## config.mk

```make
export PLATFORM = sky130hd
export DESIGN_NAME = puc_deadtime_gen
export DESIGN_NICKNAME = d
export VERILOG_FILES = /design/src/rtl/puc_deadtime_gen.sv
export SDC_FILE = /design/constraint.sdc
export NUM_CORES = 1
export LEC_CHECK = 0
export BUFFER_PORTS_ARGS = -buffer_cell sky130_fd_sc_hd__buf_2
export CORE_ASPECT_RATIO = 0.6
export CORE_MARGIN = 2
export CORE_UTILIZATION = 60
export DETAILED_ROUTE_END_ITERATION = 7
export GPL_TIMING_DRIVEN = 0
export PLACE_DENSITY = 0.85
export SYNTH_ARGS = -nofsm -noshare
export SYNTH_HDL_FRONTEND = slang
export SYNTH_SLANG_ARGS = --single-unit
```

## constraint.sdc

```tcl
create_clock -name clk -period 5 [get_ports clk]
set_clock_uncertainty 0.1 [all_clocks]
set_input_delay 0.5 -clock clk [delete_from_list [all_inputs] [get_ports clk]]
set_output_delay 0.5 -clock clk [all_outputs]
set_load 0.01 [all_outputs]
```

## src/rtl/puc_deadtime_gen.sv

```systemverilog
// ============================================================================
// puc_deadtime_gen : per-leg dead-time inserter between the PUC switching
//                    decoder (t1..t6) and the six gate drivers (g1..g6).
// Revision: 1.0
// ============================================================================
`default_nettype none

module puc_deadtime_gen #(
  parameter int DT_CYCLES = 8,
  parameter int CNT_W     = 8
) (
  input  logic clk,
  input  logic rst,
  input  logic en,
  input  logic fault,
  input  logic fault_clr,
  input  logic t1,
  input  logic t2,
  input  logic t3,
  input  logic t4,
  input  logic t5,
  input  logic t6,
  output logic g1,
  output logic g2,
  output logic g3,
  output logic g4,
  output logic g5,
  output logic g6,
  output logic fault_latched,
  output logic shoot_err
);

  // One-hot-ish encoding so each gate drive is a plain state flop: {dead, upper, lower}
  localparam logic [2:0] ST_OFF   = 3'b000;
  localparam logic [2:0] ST_DEAD  = 3'b100;
  localparam logic [2:0] ST_UPPER = 3'b010;
  localparam logic [2:0] ST_LOWER = 3'b001;

  localparam logic [CNT_W-1:0] DT_LOAD = CNT_W'(DT_CYCLES - 1);

  logic [5:0] cmd_q;
  logic       fault_latched_q;
  logic       shoot_err_q;
  logic [5:0] gate_w;
  logic       blank_w;
  logic       illegal_w;

  assign blank_w   = ~en | fault_latched_q;
  assign illegal_w = |(cmd_q[2:0] & cmd_q[5:3]);

  always_ff @(posedge clk or posedge rst) begin
    if (rst) begin
      cmd_q           <= '0;
      fault_latched_q <= 1'b0;
      shoot_err_q     <= 1'b0;
    end else begin
      cmd_q <= {t6, t5, t4, t3, t2, t1};
      if (fault)
        fault_latched_q <= 1'b1;
      else if (fault_clr)
        fault_latched_q <= 1'b0;
      if (illegal_w)
        shoot_err_q <= 1'b1;
      else if (fault_clr && !fault)
        shoot_err_q <= 1'b0;
    end
  end

  // Leg l: upper gate index l, lower gate index l+3 (A=t1/t4, B=t2/t5, C=t3/t6)
  for (genvar l = 0; l < 3; l++) begin : g_leg
    logic [2:0]       state_q, state_d;
    logic [CNT_W-1:0] cnt_q, cnt_d;
    logic             tgt_q, tgt_d;
    logic             req_hi_w, req_lo_w;

    assign req_hi_w = cmd_q[l] & ~cmd_q[l+3];
    assign req_lo_w = ~cmd_q[l] & cmd_q[l+3];

    always_ff @(posedge clk or posedge rst) begin
      if (rst) begin
        state_q <= ST_OFF;
        cnt_q   <= '0;
        tgt_q   <= 1'b0;
      end else begin
        state_q <= state_d;
        cnt_q   <= cnt_d;
        tgt_q   <= tgt_d;
      end
    end

    always_comb begin
      state_d = state_q;
      cnt_d   = cnt_q;
      tgt_d   = tgt_q;
      if (blank_w) begin
        state_d = ST_OFF;
        cnt_d   = '0;
      end else begin
        case (state_q)
          ST_OFF: begin
            if (req_hi_w || req_lo_w) begin
              state_d = ST_DEAD;
              tgt_d   = req_hi_w;
              cnt_d   = DT_LOAD;
            end
          end
          ST_DEAD: begin
            if (!(req_hi_w || req_lo_w)) begin
              state_d = ST_OFF;
              cnt_d   = '0;
            end else begin
              // Target follows the newest command; the running count is kept
              tgt_d = req_hi_w;
              if (cnt_q == '0)
                state_d = tgt_d ? ST_UPPER : ST_LOWER;
              else
                cnt_d = cnt_q - 1'b1;
            end
          end
          ST_UPPER: begin
            if (req_lo_w) begin
              state_d = ST_DEAD;
              tgt_d   = 1'b0;
              cnt_d   = DT_LOAD;
            end else if (!req_hi_w) begin
              state_d = ST_OFF;
            end
          end
          ST_LOWER: begin
            if (req_hi_w) begin
              state_d = ST_DEAD;
              tgt_d   = 1'b1;
              cnt_d   = DT_LOAD;
            end else if (!req_lo_w) begin
              state_d = ST_OFF;
            end
          end
          default: begin
            state_d = ST_OFF;
            cnt_d   = '0;
          end
        endcase
      end
    end

    always_comb begin
      gate_w[l]   = state_q[1];
      gate_w[l+3] = state_q[0];
    end
  end

  assign g1            = gate_w[0];
  assign g2            = gate_w[1];
  assign g3            = gate_w[2];
  assign g4            = gate_w[3];
  assign g5            = gate_w[4];
  assign g6            = gate_w[5];
  assign fault_latched = fault_latched_q;
  assign shoot_err     = shoot_err_q;

endmodule

`default_nettype wire

```

==> flow_summary.ini <==
[synth]
synth_warnings = 0
async_reset_ff_share_pct = 100
synth_top_area_share_pct = 41.2
syn_area_sq_um = 2490
netlist_top_cells_area = dfrtp_1 (41%), ha_1 (8.5%), a21oi_1 (3.4%)
yosysUniqueCellTypes = 60
synth_edf_count = 0
ys_seq_elements = 41
netlist_instances = 267
avgSynthCellArea_sq_um = 9.33
syn_nets = 295
yosys.area.top_type = dfrtp_1
synth_seq_area_share_pct = 41.2
synthFlopType = dfrtp_1

[routing]
dr.first_iter.drc_count = 211
drc = 0
drt_wl_total_um = 5230
ant_nets = 0
avgViaCountPerCell = 6.05
drt_first_pass_iters = 4
vias = 2075
wl_per_cell_um = 15.3

[floorplan]
dieArea_sq_um = 4700
coreArea_sq_um = 4050
die_w_um = 87.2
die_h_um = 53.9
rows = 18
start_util_pct = 61.5
ios = 19

[cts]
cts_tree = yes
cts.repair.resized = 0
numCtsBuffers = 5
cts.sinks = 41
cts_buffer_depth = 2
path_clk_slew_ns = 0.08
cts_root_buf = clkbuf_8
cts_hold_buf = 0
post_cts.repair.setup_buffers = 0
worstSkewPairLatency_ns = 0.29
htree_num_levels = 2

[finish]
multi_input_area_sq_um = 1350
diodes = 0
fin_nets = 320
syn2layout_area_growth_pct = 10.2
drive_gt1_share_pct = 14.7
fill_cells = 329
register_area_sq_um = 1030

[power]
clkPwrFrac_pct = 32.7
intPower_mw = 0.526
power.leakage_nw = 1.28
power_density_nw_per_um2 = 265
power_frac_seq_pct = 49.5
switching_share_pct = 27.6
switching_power_mw = 0.201
ir_drop_mv = 0.151
p_comb_share_pct = 17.8

[placement]
gp_congestion = 0.870
hpwl_um = 3930
io_buffers = 18
pre_cts_ws_ns = 2.59

[global_routing]
grt_max_degree = 42
antenna_found_initial = 0
grt-ovfl-total = 0
grt_pass1_wl_um = 8930
grt_use_total_pct = 24.8
grt_pass1_vias = 1895

[worst_hold_path]
hold_class = input port to register
worstHoldPathCells = 1

[sta]
fmax_mhz = 426
post-route-worst-setup-slack_ns = 2.65
drv_slew = 0
hold_violations = 0
tightest_slew_ns = 0.855
period_needed_ns = 2.35
rsz0062_at_grt = no
finalCritPeriodShare_pct = 46.9
relSlewSlack_pct = 42.9
finalSetupViolations = 0
setup_tns_ns = 0

[setup_path]
worstPathRequired_ns = 5.13
critPathMaxFanout = 10
r2r_cells = 8
crit_path_start_kind = register
path_class = register to register
cp-end-kind = register
cp.arrival_ns = 2.48

[status]
outcome = completed

[run]
maxCapViolCount = 0
==> registers in the layout (all words and copies together) (netlist names) <==
register	count
shoot_err	1
g_leg.state_q	9
cmd_q	6
g_leg.cnt_q	24
fault_latched	1
==> power by group through the flow <==
stage	Sequential (mW)	Clock, mW	Combinational (mW)
after global placement	0.365	0	0.121
after floorplan	0.363	0	0.0978
after CTS	0.360	0.240	0.128
after detailed placement	0.366	0	0.127
after global routing	0.363	0.255	0.145
final	0.360	0.237	0.129
==> final cells by class <==
| class | instances | area share [%] |
|---|---|---|
| clock inverter | 1 | 0.182 |
| buffer | 5 | 1.41 |
| tap | 50 | 2.28 |
| multi-input combinational | 200 | 49.1 |
| inverter | 21 | 2.87 |
| clock buffer | 7 | 3.51 |
| timing repair buffer | 18 | 3.28 |
| sequential | 41 | 37.4 |
==> per-stage QoR <==
stage	instance area (sq um)	power [mW]	util [%]	hold WS, ns	std cells
final	2750	0.727	67.7	0.215	343
after global placement	2650	0.487	65.2	0.360	335
after detailed placement	2650	0.493	65.2	0.366	335
after floorplan	2490	0.461	-	0.342	267
after global routing	2750	0.763	67.7	0.199	343
after CTS	2750	0.727	67.7	0.208	343
==> per-layer routing <==
metal / GRT usage [%] / wire [um] / vias up
li1: - / - / 1029
met1: 39.4 / 2810 / 981
met2: 34.2 / 2140 / 60
met3: 4.91 / 250 / 5
met4: 6.41 / 32 / 0
met5: 0 / 0 / -
==> Yosys cell counts (all sizes together) (2+ instances only) <==
master  instances
nor2           18
nor4b           4
nor4            4
nand2          22
a21boi          3
dfrtp          41
o31ai           6
xor2            2
a21o            2
a22o            3
o21a            3
o21ai          23
or4             8
nor2b           6
nor3            5
nor3b           2
and3b           2
nand3           6
nand2b          6
or3             8
ha             17
buf             4
a211o           2
a31oi           2
a21oi          17
inv            21
o211ai          7
==> cell usage in the layout (no fill, tap or decap), types with 3 or more instances in the layout <==
master and n:
nor4_1 4, dfrtp_1 41, inv_1 20, a21oi_1 17, o21ai_1 6, nand2b_1 6, o211ai_1 6, clkbuf_8 7
nor3_1 5, a22o_1 3, o21ai_0 17, ha_1 17, or4_1 7, buf_2 19, nor2b_1 5, a21boi_1 3
o31ai_1 6, or3_1 6, nand2_1 21, nand3_1 6, nor4b_1 3, o21a_1 3, nor2_1 18
==> worst max-delay path: stages, from the launching register on <==
cell	delay (ns)
dfrtp_1	0.41
inv_1	0.07
ha_1	0.33
nor2_1	0.24
nand4_1	0.24
o211ai_1	0.38
buf_2	0.28
a21o_1	0.11
a22o_1	0.13
==> cell families after synthesis <==
family / Yosys count / synth area share (%)
AO/OA/AOI/OAI: 79 / 20.8
buffers and inverters: 26 / 4.72
AND/OR/NAND/NOR: 100 / 23.3
multiplexers: 1 / 0.402
flip-flops: 41 / 41.2
adder cells (fa/ha/maj): 17 / 8.53
XOR/XNOR: 3 / 1.05
==> worst paths after layout <==
check                             startpoint                end  slack [ns]
setup / recovery                    cmd_q[0]  g_leg[0].cnt_q[4]        2.65
hold / removal                            t2           cmd_q[1]        0.22
setup reg to reg                    cmd_q[0]  g_leg[0].cnt_q[4]        2.65
hold reg to reg            g_leg[1].cnt_q[6]  g_leg[1].cnt_q[6]        0.38
max in group asynchronous                rst  g_leg[2].cnt_q[2]        3.98
min in group asynchronous                rst           cmd_q[4]        0.28
Note: power is estimated with default switching activity, not from simulation.
